==> src/rtl/wb_stage_if.sv <==
// Memory-to-writeback handshake: valid/allowin plus payload bus.
// master = memory stage (drives valid/bus), slave = wb_stage.
interface wb_stage_if #(
  parameter int MS2WS_BUS_LEN = 152
);
  logic                     ms2ws_valid;
  logic                     ws_allowin;
  logic [MS2WS_BUS_LEN-1:0] ms2ws_bus;

  modport master (
    output ms2ws_valid,
    output ms2ws_bus,
    input  ws_allowin
  );

  modport slave (
    input  ms2ws_valid,
    input  ms2ws_bus,
    output ws_allowin
  );
endinterface

==> src/rtl/wb_stage.sv <==
// Writeback stage: commits to the RF/CSR file, raises syscall/ertn flush.
// Ports: clk, reset, ms2ws (handshake+bus), rf_*, csr_*, wb_ex/ertn, trace.
module wb_stage #(
  parameter int          EXCEPT_LEN    = 82,
  parameter int          MS2WS_BUS_LEN = 70 + EXCEPT_LEN,
  parameter logic [5:0]  ECODE_SYS     = 6'h0B
) (
  input  logic        clk,
  input  logic        reset,
  wb_stage_if.slave   ms2ws,
  output logic        rf_we,
  output logic [4:0]  rf_waddr,
  output logic [31:0] rf_wdata,
  output logic [37:0] wb_forward_zip,
  output logic [13:0] csr_num,
  input  logic [31:0] csr_rvalue,
  output logic        csr_we,
  output logic [31:0] csr_wmask,
  output logic [31:0] csr_wvalue,
  output logic        wb_ex,
  output logic [5:0]  wb_ecode,
  output logic [31:0] wb_pc,
  output logic        ertn_flush,
  output logic [63:0] retire_cnt,
  output logic [31:0] debug_wb_pc,
  output logic [3:0]  debug_wb_rf_we,
  output logic [4:0]  debug_wb_rf_wnum,
  output logic [31:0] debug_wb_rf_wdata
);

  localparam int E = EXCEPT_LEN;

  logic                     ws_valid;
  logic                     ws_ready_go;
  logic                     flush;
  logic                     accept;
  logic [MS2WS_BUS_LEN-1:0] ws_bus;

  logic [31:0] pc;
  logic        gr_we;
  logic [4:0]  dest;
  logic [31:0] final_result;
  logic        sys_bit;
  logic        ertn_bit;
  logic        csr_re_bit;
  logic        csr_we_bit;

  assign pc           = ws_bus[E+69:E+38];
  assign gr_we        = ws_bus[E+37];
  assign dest         = ws_bus[E+36:E+32];
  assign final_result = ws_bus[E+31:E];
  assign csr_num      = ws_bus[81:68];
  assign csr_wmask    = ws_bus[67:36];
  assign csr_wvalue   = ws_bus[35:4];
  assign sys_bit      = ws_bus[3];
  assign ertn_bit     = ws_bus[2];
  assign csr_re_bit   = ws_bus[1];
  assign csr_we_bit   = ws_bus[0];

  assign ws_ready_go      = 1'b1;
  assign ms2ws.ws_allowin = ~ws_valid | ws_ready_go;
  assign accept           = ms2ws.ms2ws_valid & ms2ws.ws_allowin;

  assign wb_ex      = ws_valid & sys_bit;
  assign wb_ecode   = wb_ex ? ECODE_SYS : 6'd0;
  assign ertn_flush = ws_valid & ertn_bit & ~sys_bit;
  assign wb_pc      = ws_valid ? pc : 32'd0;
  assign flush      = wb_ex | ertn_flush;

  always_ff @(posedge clk) begin
    if (reset) begin
      ws_valid <= 1'b0;
      ws_bus   <= '0;
    end else if (flush) begin
      // the offered instruction is younger than the flushing one
      ws_valid <= 1'b0;
    end else begin
      ws_valid <= accept;
      if (accept) ws_bus <= ms2ws.ms2ws_bus;
    end
  end

  always_ff @(posedge clk) begin
    if (reset)
      retire_cnt <= 64'd0;
    else if (ws_valid & ~wb_ex)
      retire_cnt <= retire_cnt + 64'd1;
  end

  // csr_rvalue is the pre-write value, giving csrxchg old-value semantics
  assign rf_we    = ws_valid & gr_we & ~wb_ex;
  assign rf_waddr = dest;
  assign rf_wdata = csr_re_bit ? csr_rvalue : final_result;
  assign csr_we   = ws_valid & csr_we_bit & ~wb_ex;

  assign wb_forward_zip = {rf_we, rf_waddr, rf_wdata};

  assign debug_wb_pc       = pc;
  assign debug_wb_rf_we    = {4{rf_we}};
  assign debug_wb_rf_wnum  = rf_waddr;
  assign debug_wb_rf_wdata = rf_wdata;

endmodule

==> src/flat_wrapper.sv <==
// flat-port wrapper written by rule: the top's interface ports become plain ports
module wb_stage_flat 
#(
  parameter int          EXCEPT_LEN    = 82,
  parameter int          MS2WS_BUS_LEN = 70 + EXCEPT_LEN,
  parameter logic [5:0]  ECODE_SYS     = 6'h0B
)
  (clk, reset, rf_we, rf_waddr, rf_wdata, wb_forward_zip, csr_num, csr_rvalue, csr_we, csr_wmask, csr_wvalue, wb_ex, wb_ecode, wb_pc, ertn_flush, retire_cnt, debug_wb_pc, debug_wb_rf_we, debug_wb_rf_wnum, debug_wb_rf_wdata, ms2ws_ms2ws_valid, ms2ws_ms2ws_bus, ms2ws_ws_allowin);
  wb_stage_if #(.MS2WS_BUS_LEN(MS2WS_BUS_LEN)) ms2ws_i ();
  input  logic clk;
  input  logic reset;
  output logic rf_we;
  output logic [4:0] rf_waddr;
  output logic [31:0] rf_wdata;
  output logic [37:0] wb_forward_zip;
  output logic [13:0] csr_num;
  input  logic [31:0] csr_rvalue;
  output logic csr_we;
  output logic [31:0] csr_wmask;
  output logic [31:0] csr_wvalue;
  output logic wb_ex;
  output logic [5:0] wb_ecode;
  output logic [31:0] wb_pc;
  output logic ertn_flush;
  output logic [63:0] retire_cnt;
  output logic [31:0] debug_wb_pc;
  output logic [3:0] debug_wb_rf_we;
  output logic [4:0] debug_wb_rf_wnum;
  output logic [31:0] debug_wb_rf_wdata;
  input wire logic [$bits(ms2ws_i.ms2ws_valid)-1:0] ms2ws_ms2ws_valid;
  input wire logic [$bits(ms2ws_i.ms2ws_bus)-1:0] ms2ws_ms2ws_bus;
  output wire logic [$bits(ms2ws_i.ws_allowin)-1:0] ms2ws_ws_allowin;
  assign ms2ws_i.ms2ws_valid = ms2ws_ms2ws_valid;
  assign ms2ws_i.ms2ws_bus = ms2ws_ms2ws_bus;
  assign ms2ws_ws_allowin = ms2ws_i.ws_allowin;
  wb_stage #(.EXCEPT_LEN(EXCEPT_LEN), .MS2WS_BUS_LEN(MS2WS_BUS_LEN), .ECODE_SYS(ECODE_SYS)) u_core (.clk(clk), .reset(reset), .ms2ws(ms2ws_i), .rf_we(rf_we), .rf_waddr(rf_waddr), .rf_wdata(rf_wdata), .wb_forward_zip(wb_forward_zip), .csr_num(csr_num), .csr_rvalue(csr_rvalue), .csr_we(csr_we), .csr_wmask(csr_wmask), .csr_wvalue(csr_wvalue), .wb_ex(wb_ex), .wb_ecode(wb_ecode), .wb_pc(wb_pc), .ertn_flush(ertn_flush), .retire_cnt(retire_cnt), .debug_wb_pc(debug_wb_pc), .debug_wb_rf_we(debug_wb_rf_we), .debug_wb_rf_wnum(debug_wb_rf_wnum), .debug_wb_rf_wdata(debug_wb_rf_wdata));
endmodule
==> config.mk <==
export PLATFORM = sky130hd
export DESIGN_NAME = wb_stage_flat
export DESIGN_NICKNAME = d
export VERILOG_FILES = /design/src/rtl/wb_stage_if.sv /design/src/rtl/wb_stage.sv /design/src/flat_wrapper.sv
export SDC_FILE = /design/constraint.sdc
export NUM_CORES = 1
export LEC_CHECK = 0
export BUFFER_PORTS_ARGS = -buffer_cell sky130_fd_sc_hd__buf_2
export CORE_AREA = 2 2 200 202
export DETAILED_ROUTE_END_ITERATION = 7
export DIE_AREA = 0 0 202 204
export GPL_ROUTABILITY_DRIVEN = 0
export SLEW_MARGIN = 20
export SYNTH_ARGS = -nofsm -noshare
export SYNTH_HDL_FRONTEND = slang
export SYNTH_SLANG_ARGS = --single-unit
export TNS_END_PERCENT = 50
==> constraint.sdc <==
create_clock -name clk -period 6.2 [get_ports clk]
set_input_delay 0.93 -clock clk [delete_from_list [all_inputs] [get_ports clk]]
set_output_delay 0.93 -clock clk [all_outputs]
set_load 0.1 [all_outputs]
==> metrics, run 1 <==
status completed; Mapped Cells 1300; first-pass GRT wire length 47.3 mm; fin area 12700 sq um; via count 9375; Synth Area in Compound Gates 10.0%; RSZ-0062 raised after global routing no; largest net degree at the start of global routing 153; post-synth cell types 35; post-synth top area share 42.1%; Max transition margin 31.8%; Clock transition at path regs 0.06 ns; simple-gate portion of the synthesized area 23.3%; Die Y 204 um; clock buffer depth 3; Synth Flop Type dfxtp_1; Synth Area in Adders 0.121%; most common cell in the synthesized netlist nand2_1; hold crit path type reg2reg; Worst Skew 0.0100 ns; Crit path arrival time 2.68 ns; Synth area leader dfxtp_1; # rows 73; worst slew pin tran 1.02 ns; Post-synth top cells 330 x nand2_1, 217 x dfxtp_1, 202 x buf_4; slowest stage delay, CP 0.91 ns; drt first pass iters 5; Final Setup Violations 0; number of clock sinks 217; area grow syn2layout 23.4%; #FFs+latches synth 217; full die area 41200 sq um; FILL cells 4187; Crit. End Element primary output; Worst EP required 5.27 ns; final net count 1766; highest net fanout along the worst path 38; number of synthesized flops with an enable pin 0; CTS Hold Buffers Added 0; Routed WL per cell 15.0 um; Pins Over Slew Limit 0; GRT Total Usage 14.3%; fraction of synthesized cell area in xor and xnor cells 3.05%; Worst path slowest cell dfxtp_1; crit start category register; Post-DRT Antenna Nets 0; Post-CTS Resized 0; max_cap viols 0; Starting Density 26.3%; leak pwr 6.11 nW; drt drc 0; Setup CP Type reg2out; Pwr Density 332 nW/um^2; number of global-route vias before repair 8413; Synth area leaders dfxtp_1 42%, buf_4 15%, nand2_1 12%, a21oi_1 8.6%, mux2_2 3.6%; CTS Buf Count 26; register area share after synthesis 42.1%; async set-or-reset flop fraction in the synthesized netlist 0%; Total Power 4.22 mW; Final Util 32.5%; CTS tree yes; Yosys Warn Count 0; mux share of post-synthesis cell area 3.70%; port bufs 515; largest family of logic cells by synthesized area simple AND/OR/NAND/NOR gates; H-tree depth reported by CTS 1; worst path cell trace nor2b_1, nand2_1, inv_1, buf_2; core outline area 39200 sq um; fin crit share 58.2%; total gr overflow 0; Avg Synthesized Cell Area 7.94 sq um; HPWL after DPL 23.6 mm; Setup TNS Final 0 ns; initial antenna violation count 4; root buffer cell clkbuf_16; minimum clock period 3.61 ns; Worst-Skew Late Latency 0.55 ns; Top Ports 520; final hold violation count 0; mapped cell area 10300 sq um; Placement Setup Slack 3.02 ns; final worst setup slack 2.59 ns; Peak VDD IR 0.207 mV; layout cells sized above 1 38.2%; Post-CTS Setup Inserts 0; Die Wd 202 um; drt via density 4.42; drt total wl 31.9 mm; initial DRC count 528; Fmax 0.277 GHz; DP Area 11800 sq um
-- area by class of cell --
type                       count  area [sq um]  share of cell area [%]
antenna                        1          2.50                  0.0196
clock buffer                  34           721                    5.66
sequential                   217          4340                    34.1
tap                          525           657                    5.16
multi-input combinational    803          4180                    32.8
timing repair buffer         522          2660                    20.9
clock inverter                10           140                    1.10
inverter                       8          30.0                   0.236
-- final timing paths --
kind	from	cells after the start	end	slack, ns
min reg2reg	u_core.ws_bus[65]	2	u_core.ws_bus[65]	0.45
max	u_core.ws_valid	4	ertn_flush	2.59
max reg2reg	u_core.ws_valid	5	u_core.retire_cnt[63]	3.10
min	u_core.ws_bus[65]	2	u_core.ws_bus[65]	0.45
-- where the power goes --
part           total, mW  switching (mW)  internal [mW]
combinational       1.18            1.01          0.175
clock               1.54           0.606          0.938
sequential          1.50          0.0423           1.46
-- critical path: cells and delay by family (launching register included) --
kind / cells / cell delay, ns
buf+inv: 2 / 0.51
simple gates: 2 / 0.71
flops: 1 / 0.91
-- flip-flops by register name (all words and copies together) (netlist names) --
register	count
u_core.retire_cnt	64
u_core.ws_bus	152
u_core.ws_valid	1
-- layout by cell type, fill, tap and decap left out, types with 2 or more instances in the layout --
cell type  netlist  final
or2_2            2      2
clkinv_2         0      5
nand4_1         26     26
dfxtp_1        217    217
bufinv_16        0      3
buf_4          202      6
clkbuf_8         0      5
or4_1            7      7
nand3_2          2      2
nor2_1          46     46
nand3_1         24     23
clkbuf_16        0     26
xor2_1          28     28
o21ai_0         21     21
or3_1           19     19
conb_1           2      4
and3_1          10      9
and2_1          35     35
a21oi_1        177    177
nor2b_1          3      3
nand4_2          2      2
nor4_1           3      3
mux2_2          33     33
nor4_4           4      4
nor3_1           6      6
nand2_1        330    330
inv_1            8      8
xnor2_1          8      8
clkbuf_1        63      4
buf_2            4    514
o31ai_1          6      6
-- layer usage --
layer  vias up  routed length, um  global-route usage, %
li1       4631                  -                      -
met1      4333              13300                   17.7
met2       359              15500                   24.6
met3        50               2250                   3.41
met4         2                876                   4.41
met5         -                  7                      0
-- through the flow --
stage / hold WS, ns / instances
after CTS: 0.451 / 2118
after global placement: 0.439 / 2074
after global routing: 0.470 / 2120
after detailed placement: 0.443 / 2074
after floorplan: 0.432 / 1302
final: 0.450 / 2120
-- cells by family after synthesis --
family | count (synthesis)
compound gates | 204
fa+ha+maj | 1
buf+inv | 282
flops | 217
mux | 34
other cells | 2
simple gates | 524
xor+xnor | 36
Power figures use the tool's default switching activity.
==> run 2: changes to the inputs <==
--- a/config.mk
+++ b/config.mk
@@ -5,10 +5,11 @@
 export SDC_FILE = /design/constraint.sdc
 export NUM_CORES = 1
 export LEC_CHECK = 0
+export ABC_AREA = 1
 export BUFFER_PORTS_ARGS = -buffer_cell sky130_fd_sc_hd__buf_2
-export CORE_AREA = 2 2 200 202
+export CORE_AREA = 2 2 204 206
 export DETAILED_ROUTE_END_ITERATION = 7
-export DIE_AREA = 0 0 202 204
+export DIE_AREA = 0 0 206 208
 export GPL_ROUTABILITY_DRIVEN = 0
 export SLEW_MARGIN = 20
 export SYNTH_ARGS = -nofsm -noshare
==> constraint.sdc (replaced) <==
create_clock -name clk -period 3.69 [get_ports clk]
set_input_delay 0.5535 -clock clk [delete_from_list [all_inputs] [get_ports clk]]
set_output_delay 0.5535 -clock clk [all_outputs]
set_load 0.1 [all_outputs]
==> metrics, run 2 <==
number of clock sinks 217; most common cell in the synthesized netlist nor2_1; Synth area leaders dfxtp_1 38%, buf_4 14%, nor2_1 14%, o21ai_0 8.9%, nand2_1 8.4%; Routed WL per cell 15.7 um; Peak VDD IR 0.300 mV; highest net fanout along the worst path 65; Setup CP Type reg2out; worst slew pin tran 0.941 ns; CTS Hold Buffers Added 0; largest registers u_core.ws_bus (152), u_core.retire_cnt (64), u_core.ws_valid (1); CTS Buf Count 27; Max transition margin 37.2%; Largest Register u_core.ws_bus; port bufs 515; Starting Density 27.9%; async set-or-reset flop fraction in the synthesized netlist 0%; leak pwr 6.97 nW; final hold slack 0.210 ns; drt first pass iters 5; Top Ports 520; RSZ-0062 raised after global routing no; most common cell after layout, fill and taps aside buf_2; drt total wl 39.4 mm; Synth area leader dfxtp_1; Yosys Warn Count 0; commonest non-fill, non-tap cells in the layout 515 x buf_2, 412 x nor2_1, 254 x nand2_1, 215 x dfxtp_1, 200 x o21ai_0; layout cells sized above 1 30.1%; final hold violation count 0; Die Y 208 um; Mapped Cells 1682; #FFs+latches synth 217; post-synth top area share 38.4%; Final Setup Violations 0; root buffer cell clkbuf_16; max_cap viols 0; area grow syn2layout 20.9%; minimum clock period 3.02 ns; fin area 13700 sq um; Crit path arrival time 2.46 ns; post-synth cell types 35; mapped cell area 11300 sq um; Die Wd 206 um; GRT Total Usage 17.2%; initial DRC count 870; full die area 42800 sq um; HPWL after DPL 30.4 mm; H-tree depth reported by CTS 1; # rows 74; status completed; Worst EP required 3.14 ns; Post-DRT Antenna Nets 0; DP Area 12800 sq um; FILL cells 4428; Setup TNS Final 0 ns; footprint of the multi-input gates 4570 sq um; Avg Synthesized Cell Area 6.73 sq um; Crit. End Element primary output; Placement Setup Slack 1.20 ns; final net count 2153; Post-synth top cells 412 x nor2_1, 254 x nand2_1, 217 x dfxtp_1; Synth Flop Type dfxtp_1; first-pass GRT wire length 57.5 mm; via count 11300; Worst-Skew Late Latency 0.55 ns; drt via density 4.49; clock buffer depth 3; largest net degree at the start of global routing 190; Worst Skew 0.0148 ns; hold crit path type in2reg; register area 4350 sq um; Clock transition at path regs 0.07 ns; crit start category register; fin crit share 81.7%; Post-CTS Resized 0; Final Util 33.8%; core outline area 40600 sq um; initial antenna violation count 3; Pwr Density 566 nW/um^2; number of global-route vias before repair 10200; Post-CTS Setup Inserts 0; register area share after synthesis 38.4%; max reg flops 152; drt drc 0; Fmax 0.332 GHz; total gr overflow 0; final worst setup slack 0.674 ns; Pins Over Slew Limit 0; CTS tree yes; number of synthesized flops with an enable pin 0
[run 2: worst max-delay path, cell delays in order, from the launching register on]
cell and delay (ns):
dfxtp_2 0.93, nand2_1 0.10, o21ai_0 0.31, buf_2 0.55
[run 2: report_power, final]
| group | switching [mW] | leakage (nW) | total, mW | internal, mW |
|---|---|---|---|---|
| combinational | 2.28 | 4.76 | 2.63 | 0.345 |
| sequential | 0.0941 | 1.79 | 2.58 | 2.49 |
| clock | 1.05 | 0.415 | 2.54 | 1.50 |
[run 2: path summary, 6_finish.rpt]
kind | depth (start not counted) | slack (ns) | startpoint | to
hold reg to reg | 2 | 0.45 | u_core.ws_bus[91] | u_core.ws_bus[91]
setup / recovery | 3 | 0.67 | u_core.ws_bus[1] | wb_forward_zip[7]
hold / removal | 3 | 0.21 | ms2ws_ms2ws_bus[3] | u_core.ws_bus[3]
setup reg to reg | 10 | 1.32 | u_core.ws_bus[3] | u_core.ws_bus[139]
[run 2: area by class of cell]
class | instances | share of cell area [%]
tap | 532 | 4.86
clock inverter | 8 | 0.576
antenna | 1 | 0.0183
sequential | 217 | 31.7
timing repair buffer | 521 | 19.4
multi-input combinational | 1038 | 33.4
inverter | 160 | 4.42
clock buffer | 39 | 5.56
[run 2: per-stage QoR]
stage               power, mW  instances
CTS                      7.84       2515
detailed placement       5.27       2468
global placement         5.25       2468
floorplan                5.09       1684
finish                   7.75       2516
global route             8.04       2516
[run 2: routing by layer]
metal / track usage (%) / vias up / share of wire, % / wire length (um)
met4: 6.75 / 4 / 4.1 / 1620
li1: - / 5591 / - / -
met1: 20.8 / 5176 / 40 / 15900
met2: 29.8 / 443 / 48 / 19000
met5: 0 / - / 0.063 / 25
met3: 3.23 / 87 / 7.1 / 2800
[run 2: kinds of logic after synthesis]
group	after synthesis	share of synthesized area [%]
AO/OA/AOI/OAI	272	12.1
adder cells (fa/ha/maj)	1	0.110
AND/OR/NAND/NOR	755	27.5
XOR/XNOR	6	0.464
buffers and inverters	429	21.4
flip-flops	217	38.4
other	2	0.0663
